### src/rtl/mixer_pkg.sv
// Shared types, width formulas and helpers for the mix sequencer.
// Imported by the sequencer, its divider and the bench.
package mixer_pkg;

  localparam int WIDTH      = 24;
  localparam int N_WAVEGENS = 16;
  localparam int VOL_FRAC   = 8;
  localparam int IDX_W      = $clog2(N_WAVEGENS);
  localparam int CNT_W      = $clog2(N_WAVEGENS + 1);
  localparam int ACC_W      = WIDTH + CNT_W;
  localparam int PW         = ACC_W + 32 + CNT_W;
  localparam int LATENCY    = N_WAVEGENS + PW + 3;

  typedef enum logic [2:0] {
    IDLE,
    FETCH,
    DRAIN,
    MUL,
    DIV,
    OUT
  } state_t;

  function automatic int unsigned popcount(
    input logic [63:0] v
  );
    int unsigned c;
    c = 0;
    for (int i = 0; i < 64; i++)
      c += {31'd0, v[i]};
    return c;
  endfunction

  // Clamp v into the signed range of a w-bit word.
  function automatic logic signed [127:0] saturate(
    input logic signed [127:0] v,
    input int unsigned         w
  );
    logic signed [127:0] hi;
    logic signed [127:0] lo;
    hi = (128'sd1 <<< (w - 1)) - 128'sd1;
    lo = -(128'sd1 <<< (w - 1));
    if (v > hi)
      return hi;
    if (v < lo)
      return lo;
    return v;
  endfunction

endpackage

### src/rtl/mix_sequencer_if.sv
// Sample-tick, sample-buffer and output bundle of the mix sequencer.
// master: tick/config/buffer side; slave: the sequencer.
interface mix_sequencer_if #(
  parameter int WIDTH      = 24,
  parameter int N_WAVEGENS = 16,
  parameter int IDX_W      = $clog2(N_WAVEGENS)
);

  logic                    sample_tick;
  logic [N_WAVEGENS-1:0]   enable;
  logic signed [31:0]      master_volume;
  logic [IDX_W-1:0]        wave_rd_addr;
  logic signed [WIDTH-1:0] wave_rd_data;
  logic signed [WIDTH-1:0] out;
  logic                    out_valid;
  logic                    busy;
  logic                    overrun;

  modport master (
    output sample_tick,
    output enable,
    output master_volume,
    output wave_rd_data,
    input  wave_rd_addr,
    input  out,
    input  out_valid,
    input  busy,
    input  overrun
  );

  modport slave (
    input  sample_tick,
    input  enable,
    input  master_volume,
    input  wave_rd_data,
    output wave_rd_addr,
    output out,
    output out_valid,
    output busy,
    output overrun
  );

endinterface

### src/rtl/seq_divider.sv
// Unsigned restoring divider, one quotient bit per clock, PW cycles.
// Ports: start/dividend/divisor in; done (final step) and quotient out.
module seq_divider #(
  parameter int PW = 66,
  parameter int DW = 6
) (
  input  logic          clk,
  input  logic          rst,
  input  logic          start,
  input  logic [PW-1:0] dividend,
  input  logic [DW-1:0] divisor,
  output logic          done,
  output logic [PW-1:0] quotient
);

  localparam int CW = $clog2(PW + 1);

  logic [PW-1:0] quo;
  logic [DW-1:0] rem;
  logic [CW-1:0] cnt;
  logic [DW:0]   sh;
  logic          ge;

  always_comb begin
    sh = {rem, quo[PW-1]};
    ge = (sh >= {1'b0, divisor});
  end

  // done marks the step that writes the last quotient bit
  assign done     = (cnt == CW'(1));
  assign quotient = quo;

  always_ff @(posedge clk or posedge rst) begin
    if (rst) begin
      quo <= '0;
      rem <= '0;
      cnt <= '0;
    end else if (start) begin
      quo <= dividend;
      rem <= '0;
      cnt <= CW'(PW);
    end else if (cnt != '0) begin
      quo <= {quo[PW-2:0], ge};
      rem <= ge ? DW'(sh - {1'b0, divisor})
                : sh[DW-1:0];
      cnt <= cnt - CW'(1);
    end
  end

endmodule

### src/rtl/mix_sequencer.sv
// Time-multiplexed oscillator mixer: serial fetch, gain, headroom divide.
// Ports: clk, rst, bus (slave: tick/enable/volume/buffer in, out/valid/busy/overrun).
module mix_sequencer #(
  parameter int WIDTH      = 24,
  parameter int N_WAVEGENS = 16,
  parameter int VOL_FRAC   = 8
) (
  input logic           clk,
  input logic           rst,
  mix_sequencer_if.slave bus
);

  import mixer_pkg::*;

  localparam int IDX_W = $clog2(N_WAVEGENS);
  localparam int CNT_W = $clog2(N_WAVEGENS + 1);
  localparam int ACC_W = WIDTH + CNT_W;
  localparam int PW    = ACC_W + 32 + CNT_W;
  localparam int DW    = CNT_W + 1;

  state_t                  state;
  logic [N_WAVEGENS-1:0]   en_q;
  logic signed [31:0]      vol_q;
  logic [CNT_W-1:0]        n_q;
  logic signed [ACC_W-1:0] acc;
  logic [IDX_W-1:0]        addr;
  logic [IDX_W-1:0]        rd_idx;
  logic                    rd_pend;
  logic                    neg_q;
  logic signed [WIDTH-1:0] out_q;
  logic                    valid_q;
  logic                    busy_q;
  logic                    ovr_q;

  logic signed [PW-1:0]    prod;
  logic [PW-1:0]           mag;
  logic [DW-1:0]           divisor;
  logic                    div_start;
  logic                    div_done;
  logic [PW-1:0]           quo;
  logic signed [PW-1:0]    q;
  logic signed [WIDTH-1:0] mixed;
  logic signed [ACC_W-1:0] smp;

  assign bus.wave_rd_addr = addr;
  assign bus.out          = out_q;
  assign bus.out_valid    = valid_q;
  assign bus.busy         = busy_q;
  assign bus.overrun      = ovr_q;

  // Sample of the slot addressed last cycle, gated by its snapshot bit
  always_comb begin
    smp = '0;
    if (rd_pend && en_q[rd_idx])
      smp = {{CNT_W{bus.wave_rd_data[WIDTH-1]}},
             bus.wave_rd_data};
  end

  // acc * volume * n; n == 0 makes this 0 on its own
  always_comb begin
    logic signed [PW-1:0] pa;
    logic signed [PW-1:0] pv;
    logic signed [PW-1:0] pn;
    pa   = {{(PW-ACC_W){acc[ACC_W-1]}}, acc};
    pv   = {{(PW-32){vol_q[31]}}, vol_q};
    pn   = {{(PW-CNT_W){1'b0}}, n_q};
    prod = pa * pv * pn;
    mag  = prod[PW-1] ? -prod : prod;
  end

  assign divisor   = {1'b0, n_q} + DW'(2);
  assign div_start = (state == MUL);

  seq_divider #(
    .PW(PW),
    .DW(DW)
  ) u_div (
    .clk      (clk),
    .rst      (rst),
    .start    (div_start),
    .dividend (mag),
    .divisor  (divisor),
    .done     (div_done),
    .quotient (quo)
  );

  // Signed quotient truncates toward zero; then drop the volume fraction
  always_comb begin
    q = neg_q ? -$signed(quo) : $signed(quo);
    if (n_q == '0)
      q = '0;
    mixed = WIDTH'(saturate(
      $signed({{(128-PW){q[PW-1]}}, q}) >>> VOL_FRAC,
      WIDTH));
  end

  always_ff @(posedge clk or posedge rst) begin
    if (rst) begin
      state   <= IDLE;
      en_q    <= '0;
      vol_q   <= '0;
      n_q     <= '0;
      acc     <= '0;
      addr    <= '0;
      rd_idx  <= '0;
      rd_pend <= 1'b0;
      neg_q   <= 1'b0;
      out_q   <= '0;
      valid_q <= 1'b0;
      busy_q  <= 1'b0;
      ovr_q   <= 1'b0;
    end else begin
      valid_q <= 1'b0;
      // busy also covers the out_valid cycle spent in IDLE
      ovr_q   <= bus.sample_tick && busy_q;
      unique case (state)
        IDLE: begin
          busy_q <= 1'b0;
          if (bus.sample_tick && !busy_q) begin
            en_q    <= bus.enable;
            vol_q   <= bus.master_volume;
            n_q     <= CNT_W'(popcount(64'(bus.enable)));
            acc     <= '0;
            addr    <= '0;
            rd_pend <= 1'b0;
            busy_q  <= 1'b1;
            state   <= FETCH;
          end
        end
        FETCH: begin
          acc     <= acc + smp;
          rd_idx  <= addr;
          rd_pend <= 1'b1;
          if (addr == IDX_W'(N_WAVEGENS - 1)) begin
            addr  <= '0;
            state <= DRAIN;
          end else begin
            addr  <= addr + IDX_W'(1);
          end
        end
        DRAIN: begin
          acc     <= acc + smp;
          rd_pend <= 1'b0;
          state   <= MUL;
        end
        MUL: begin
          neg_q <= prod[PW-1];
          state <= DIV;
        end
        DIV: begin
          if (div_done)
            state <= OUT;
        end
        OUT: begin
          out_q   <= mixed;
          valid_q <= 1'b1;
          state   <= IDLE;
        end
        default: state <= IDLE;
      endcase
    end
  end

endmodule

### src/flat_wrapper.sv
// flat-port wrapper written by rule: the top's interface ports become plain ports
module mix_sequencer_flat import mixer_pkg::*;
#(
  parameter int WIDTH      = 24,
  parameter int N_WAVEGENS = 16,
  parameter int VOL_FRAC   = 8
)
  (clk, rst, bus_sample_tick, bus_enable, bus_master_volume, bus_wave_rd_data, bus_wave_rd_addr, bus_out, bus_out_valid, bus_busy, bus_overrun);
  mix_sequencer_if #(.WIDTH(WIDTH), .N_WAVEGENS(N_WAVEGENS)) bus_i ();
  input logic clk;
  input logic rst;
  input wire logic [$bits(bus_i.sample_tick)-1:0] bus_sample_tick;
  input wire logic [$bits(bus_i.enable)-1:0] bus_enable;
  input wire logic [$bits(bus_i.master_volume)-1:0] bus_master_volume;
  input wire logic [$bits(bus_i.wave_rd_data)-1:0] bus_wave_rd_data;
  output wire logic [$bits(bus_i.wave_rd_addr)-1:0] bus_wave_rd_addr;
  output wire logic [$bits(bus_i.out)-1:0] bus_out;
  output wire logic [$bits(bus_i.out_valid)-1:0] bus_out_valid;
  output wire logic [$bits(bus_i.busy)-1:0] bus_busy;
  output wire logic [$bits(bus_i.overrun)-1:0] bus_overrun;
  assign bus_i.sample_tick = bus_sample_tick;
  assign bus_i.enable = bus_enable;
  assign bus_i.master_volume = bus_master_volume;
  assign bus_i.wave_rd_data = bus_wave_rd_data;
  assign bus_wave_rd_addr = bus_i.wave_rd_addr;
  assign bus_out = bus_i.out;
  assign bus_out_valid = bus_i.out_valid;
  assign bus_busy = bus_i.busy;
  assign bus_overrun = bus_i.overrun;
  mix_sequencer #(.WIDTH(WIDTH), .N_WAVEGENS(N_WAVEGENS), .VOL_FRAC(VOL_FRAC)) u_core (.clk(clk), .rst(rst), .bus(bus_i));
endmodule
### config.mk
export PLATFORM = sky130hd
export DESIGN_NAME = mix_sequencer_flat
export DESIGN_NICKNAME = d
export VERILOG_FILES = /design/src/rtl/mixer_pkg.sv /design/src/rtl/mix_sequencer_if.sv /design/src/rtl/seq_divider.sv /design/src/rtl/mix_sequencer.sv /design/src/flat_wrapper.sv
export SDC_FILE = /design/constraint.sdc
export NUM_CORES = 2
export LEC_CHECK = 0
export BUFFER_PORTS_ARGS = -buffer_cell sky130_fd_sc_hd__buf_4
export CORE_MARGIN = 4
export CORE_UTILIZATION = 43
export CTS_CLUSTER_DIAMETER = 200
export DETAILED_ROUTE_END_ITERATION = 10
export GPL_ROUTABILITY_DRIVEN = 0
export PLACE_DENSITY = 0.54
export SETUP_SLACK_MARGIN = 0.5
export SYNTH_ARGS = -nofsm -noshare
export SYNTH_HDL_FRONTEND = slang
export SYNTH_SLANG_ARGS = --single-unit
### constraint.sdc
create_clock -name clk -period 27.6 [get_ports clk]
set_input_delay 4.14 -clock clk [delete_from_list [all_inputs] [get_ports clk]]
set_output_delay 4.14 -clock clk [all_outputs]
set_load 0.05 [all_outputs]
# After elaboration in Yosys (flattened, before gate mapping)
# Index checks and enable logic that the tools add are counted.
[classes] reduce_logical=17 addsub=22 mul=2 n_mux=33 n_eq_ne=10 magnitude_cmp=4
[ops] operator="two-way mux 66 bit" count=5
[ops] operator="negation 66 bit" count=2
[ops] operator="two-way mux 24 bit" count=4
[ops] operator="adder 5 x 1 -> 5 bit" count=14
[ops] operator="multiplier 66 x 6 -> 66 bit" count=1
[ops] operator="multiplier 29 x 32 -> 61 bit" count=1
[ops] operator="greater-than comparator 58 x 24 -> 1 bit, second input constant" count=1
[ops] operator="< comparator 58 x 24 -> 1 bit, second input constant" count=1
[ops] operator="two-way mux 29 bit" count=2
[ops] operator="one-hot mux 29 bit (2 select lines)" count=1
[ops] operator="adder 29 bit" count=1
[ops] operator="two-way mux 6 bit" count=3
[ops] operator="one-hot mux 3 bit (5 select lines)" count=1
[ops] operator="two-way mux 7 bit" count=2
[ops] operator="two-way mux 3 bit" count=3
[ops] operator="two-way mux 4 bit" count=2
[ops] operator="one-hot mux 4 bit (2 select lines)" count=1
[ops] operator="AND reduction 2 bit" count=4
[ops] operator="equality test 7 x 1 -> 1 bit, second input constant" count=1
[ops] operator="greater-or-equal comparator 7 x 6 -> 1 bit" count=1
[ops] operator="two-way mux 1 bit" count=7
[ops] operator="nonzero test 7 bit" count=1
[ops] operator="subtractor 7 x 1 -> 7 bit, second input constant" count=1
[ops] operator="adder 5 x 2 -> 6 bit, second input constant" count=1
[ops] operator="other kinds (19)" count=27
[word_totals] out_inout_bits=31 regBits=201 elab_cells=104 in_bits=75

# Logic depth before layout (Yosys ltp)
[logic_depth] word_depth=15 mapped_depth=54 mapped_depth_nobuf=50

# Modules after synthesis
# A second synthesis with hierarchy kept.
[hier_totals] cells_unflattened=6833 area_unflattened_um2=59279.4
[modules_own_cells] mod="mix_sequencer" n_inst=1 cells_each=6446 seq_area_each_um2=3052.9 area_per_inst_um2=55274.3
[modules_own_cells] mod="seq_divider" n_inst=1 cells_each=387 seq_area_each_um2=1976.9 area_per_inst_um2=4005.1

# Least setup slack after synthesis
# Ideal clock, no wire load.
[synth_path] kind="register -> register" from="register u_core.acc[2]" to="register u_core.u_div.quo[52], in the netlist u_core.u_div.quotient[52]" path_buffers=4 path_stages_with_launch=53 synth_period_minus_slack_ns=12.714 arrival_ns=12.632 path_slack_ns=14.886 setup_ns=0.082 required_time_ns=27.518 cell_sequence="dfrtp_1 -> clkbuf_1 -> nand2_1 -> inv_1 -> fa_1 -> fa_1 -> inv_1 -> fa_1 -> inv_1 -> fa_1 -> inv_1 -> fa_1 -> inv_1 -> fa_1 -> inv_1 -> fa_1 -> fa_1 -> inv_1 -> [... 17 more ...] -> inv_1 -> fa_1 -> inv_1 -> ha_1 -> clkbuf_1 -> a21o_1 -> a21o_1 -> a21oi_1 -> o21bai_1 -> a21o_1 -> o2111a_1 -> or3_1 -> clkbuf_1 -> clkbuf_1 -> a41oi_1 -> xnor2_1 -> nor2_1 -> a31oi_1"
[synth_via] elab_chain_len=5
[synth_lines] element="start, declared" line="mix_sequencer.sv:25" text="logic signed [ACC_W-1:0] acc;"
[synth_lines] element="start signal, assigned" line="mix_sequencer.sv:131" text="acc <= acc + smp;"
[synth_lines] element="start signal, assigned" line="mix_sequencer.sv:142" text="acc <= acc + smp;"
[synth_lines] element="multiplier 29 x 32 -> 61 bit (*)" line="mix_sequencer.sv:67" text="prod = pa * pv * pn;"
[synth_lines] element="multiplier 66 x 6 -> 66 bit (*)" line="mix_sequencer.sv:67"
[synth_lines] element="negation 66 bit" line="mix_sequencer.sv:68" text="mag = prod[PW-1] ? -prod : prod;"
[synth_lines] element="two-way mux 66 bit (*)" line="mix_sequencer.sv:68"
[synth_lines] element="two-way mux 66 bit (*)" line="seq_divider.sv:38" text="end else if (start) begin"
[synth_lines] element="end signal, assigned" line="seq_divider.sv:39" text="quo <= dividend;"
[synth_lines] element="end signal, assigned" line="seq_divider.sv:43" text="quo <= {quo[PW-2:0], ge};"
[synth_lines] element="end, declared" line="seq_divider.sv:18" text="logic [PW-1:0] quo;"
# Mark *: on every way between the ends. The rest lies on a longest branch, timed or not.
# A chain may end at the register's enable or synchronous reset.

# Worst setup path in the final report
[layout_path] from="register u_core.acc[2]" to="register u_core.u_div.quo[4], in the netlist u_core.u_div.quotient[4]"
# Same word-level chain as after synthesis.

==> summary.txt <==
===========================================================================
Run status                                                     complete, no violations
Wirelength, routed                                                163000 µm
Setup Skew                                                        0.0477 ns
Required time reported for the critical path endpoint              28.10 ns
Number of cells on the worst reg-to-reg path                             47
Post-synthesis area per instance                                   8.72 µm²
Endpoint, Worst Hold                                           u_core.en_q[2]$_DFFE_PP0P_
Final Max Slew Viols                                                      0
Worst min-delay path startpoint                                u_core.en_q[2]$_DFFE_PP0P_
Count of inserted antenna diode cells                                     0
Chip width                                                           377 µm
Final Instance Count excl. Fillers                                     8392
Via count                                                             44.2k
Clock buffers created by TritonCTS                                       31
Main flop type after synthesis                                      dfrtp_1
TritonCTS clock tree                                                   done
Average routed wire per standard cell                               19.4 µm
DP Worst Slack                                                     13.24 ns
Area growth from synthesis to layout                                  5.80%
Most common cell type on the critical path                             fa_1
Minimum setup slack in the final design                            13.19 ns
Number of standard-cell rows in the floorplan                           135
Buffer cell driving the clock tree root                           clkbuf_16
First-pass GRT wire length                                        264000 µm
Share of Yosys cell area claimed by the top area cell type            0.402
Top cell type by total area after synthesis                            fa_1
Synthesized netlist net count                                          8319
Hold buffer count at cts                                                  0
CP arrival                                                         14.91 ns
Number of design rule violations left after detail routing                0
Startpoint kind of the worst setup timing path                         flop
Fin crit period                                                    14.41 ns
Number of H-tree branching levels                                         1
Placed cell count                                                      8334
Setup fix buffers added after clock tree synthesis                        0
Critical path's slowest cell                                           fa_1
# setup viols final                                                       0
Path class of the lowest-slack min-delay path                  flop to flop
Proportion of synthesized chip area in sequential cells              0.0858
Most frequent cell after synthesis                                    inv_1
Count of pins on the block boundary                                     106
Fin crit share                                                        0.522
Antenna violations before repair                                          4
Stage delay of the slowest cell on the critical path                1.05 ns
RSZ-0062 raised after global routing                                  false
Number of gates given a new drive strength after cts                      0
Count of cells along the worst hold path                                  2
Warnings from Yosys                                                       0
Cells taking the most area after synthesis                     fa_1 (40%), dfrtp_1 (8.6%), inv_1 (8.3%)
Final hold viol count                                                     0
End of the worst register-to-register path                     u_core.u_div.quotient[4]$_DFFE_PP0P_
Cell area after synthesis                                         58600 µm²
Clk sinks                                                               201
Number of port buffers                                                  105
Startpoint of the most critical register-to-register path      u_core.acc[2]$_DFFE_PP0P_
Crit-path max FO                                                         42
Dpl hpwl                                                          128000 µm
Post-route antenna net violation count                                    0
Clock insertion delay at the later pin of the skew report           0.68 ns
List of most frequent post-synthesis cells                     inv_1 (1291), fa_1 (1177), nand2_1 (877)
Die Ht                                                               377 µm
Maximum number of pins on one net before global-route repair            116
Core Box Area                                                    135000 µm²
Setup TNS                                                              0 ns
Post-synthesis async set-or-reset flop share                           1.00
Effective utilization at floorplan                                    0.433
Clock transition at path regs                                       0.07 ns
Area of all placed cells without fillers                          62000 µm²
Final nets                                                             8186
Post-synthesis instance total                                          6719
Drt initial violations                                                 2606
Instance area at placement                                        60900 µm²
Vias in the first global route                                        46.5k
Buffer depth of the longest clock path                                    3
Post-synth EDFFs                                                          0
Post-detailed-route via-to-cell ratio                                  5.26
Global route overflow                                                     0
Number of detailed-route iterations in the first pass                     7
CP Class                                                       flop to flop
Max-cap check violation count                                             0
Setup slack on the worst flop-to-flop path                         13.19 ns
Overall die area                                                 142000 µm²
Slew at the pin with the worst max-slew slack                       1.01 ns
Distinct cells, synth                                                   100
Global-route total usage across every layer                           0.233
Kind of capture point of the worst setup path                          flop
Share of post-route cells with drive strength above 1                0.0581
Register bit total from synthesis                                       201
Max Clock Freq                                                     69.4 MHz
Rel. slew slack                                                       0.320
===========================================================================
==> per-stage QoR <==
stage                     utilization  hold WS, ns
after detailed placement        0.450        0.471
after global placement          0.450        0.459
after global routing            0.458        0.519
after floorplan                     -        0.445
after CTS                       0.458        0.484
final                           0.458        0.491
==> sequential cells by signal (all words and copies together) (netlist names), 5 cells and up <==
signal / count
u_core.vol_q: 32
u_core.u_div.cnt: 7
u_core.u_div.rem: 6
u_core.bus.out: 24
u_core.n_q: 5
u_core.u_div.quotient: 66
u_core.en_q: 16
u_core.acc: 29
==> logic make-up after synthesis <==
group | synth area share
AND/OR/NAND/NOR | 0.190
buffers and inverters | 0.106
adder cells (fa/ha/maj) | 0.476
AO/OA/AOI/OAI | 0.0954
XOR/XNOR | 0.0344
flip-flops | 0.0858
multiplexers | 0.0121
==> final cells by class <==
cell class              count  area [µm²]
fillers                 13400       73500
multi-input cells        4874       47400
flip-flops and latches    201        5040
inverters                1293        4860
well taps                1781        2230
repair buffers            185        1400
clock buffers              39         826
clock inverters            19         273
==> metal layers <==
metal / routed length, µm / share of wire / GRT usage
met3: 8620 / 0.053 / 0.0323
met1: 77400 / 0.48 / 0.344
met5: 0 / 0 / 0
met4: 2640 / 0.016 / 0.0392
met2: 74100 / 0.46 / 0.373
==> placed cells by master, fill, tap and decap left out, drive strengths merged, types with 22 or more instances in the layout <==
cell / instances
a211oi: 22
a21o: 62
a21oi: 201
a22o: 26
a31oi: 82
and2: 656
and3: 57
buf: 185
clkbuf: 39
dfrtp: 201
fa: 1177
ha: 348
inv: 1298
mux2: 45
nand2: 878
nand2b: 42
nand3: 59
nand4: 36
nor2: 254
nor2b: 22
nor3: 71
nor4: 37
o21a: 33
o21ai: 192
o21bai: 25
o22ai: 31
o31ai: 29
or2: 22
or3: 23
xnor2: 155
xor2: 75
==> worst max-delay path, delay by kind of cell (launching register included) <==
kind | cells | cell delay [ns]
simple gates | 8 | 2.08
buf+inv | 12 | 1.58
flops | 1 | 0.38
compound gates | 13 | 2.77
xor+xnor | 1 | 0.41
fa+ha+maj | 13 | 6.95
==> worst max-delay path by stage <==
| stage | startpoint | to | slack [ns] | cells past startpoint |
|---|---|---|---|---|
| 6_report | u_core.acc[2]$_DFFE_PP0P_ | u_core.u_div.quotient[4]$_DFFE_PP0P_ | 13.19 | 47 |
| 5_1_grt | u_core.acc[2]$_DFFE_PP0P_ | u_core.u_div.quotient[64]$_DFFE_PP0P_ | 12.38 | 47 |
| 4_1_cts | u_core.acc[2]$_DFFE_PP0P_ | u_core.u_div.quotient[4]$_DFFE_PP0P_ | 13.21 | 47 |
| 3_5_place_dp | u_core.acc[2]$_DFFE_PP0P_ | u_core.u_div.quotient[4]$_DFFE_PP0P_ | 13.24 | 47 |
| 3_3_place_gp | u_core.acc[2]$_DFFE_PP0P_ | u_core.u_div.quotient[4]$_DFFE_PP0P_ | 13.30 | 47 |
| 2_1_floorplan | u_core.acc[2]$_DFFE_PP0P_ | u_core.u_div.quotient[52]$_DFFE_PP0P_ | 14.89 | 52 |
Power is not shown: default switching activity piles up to over one toggle a cycle in this logic, so the estimate is an artifact.
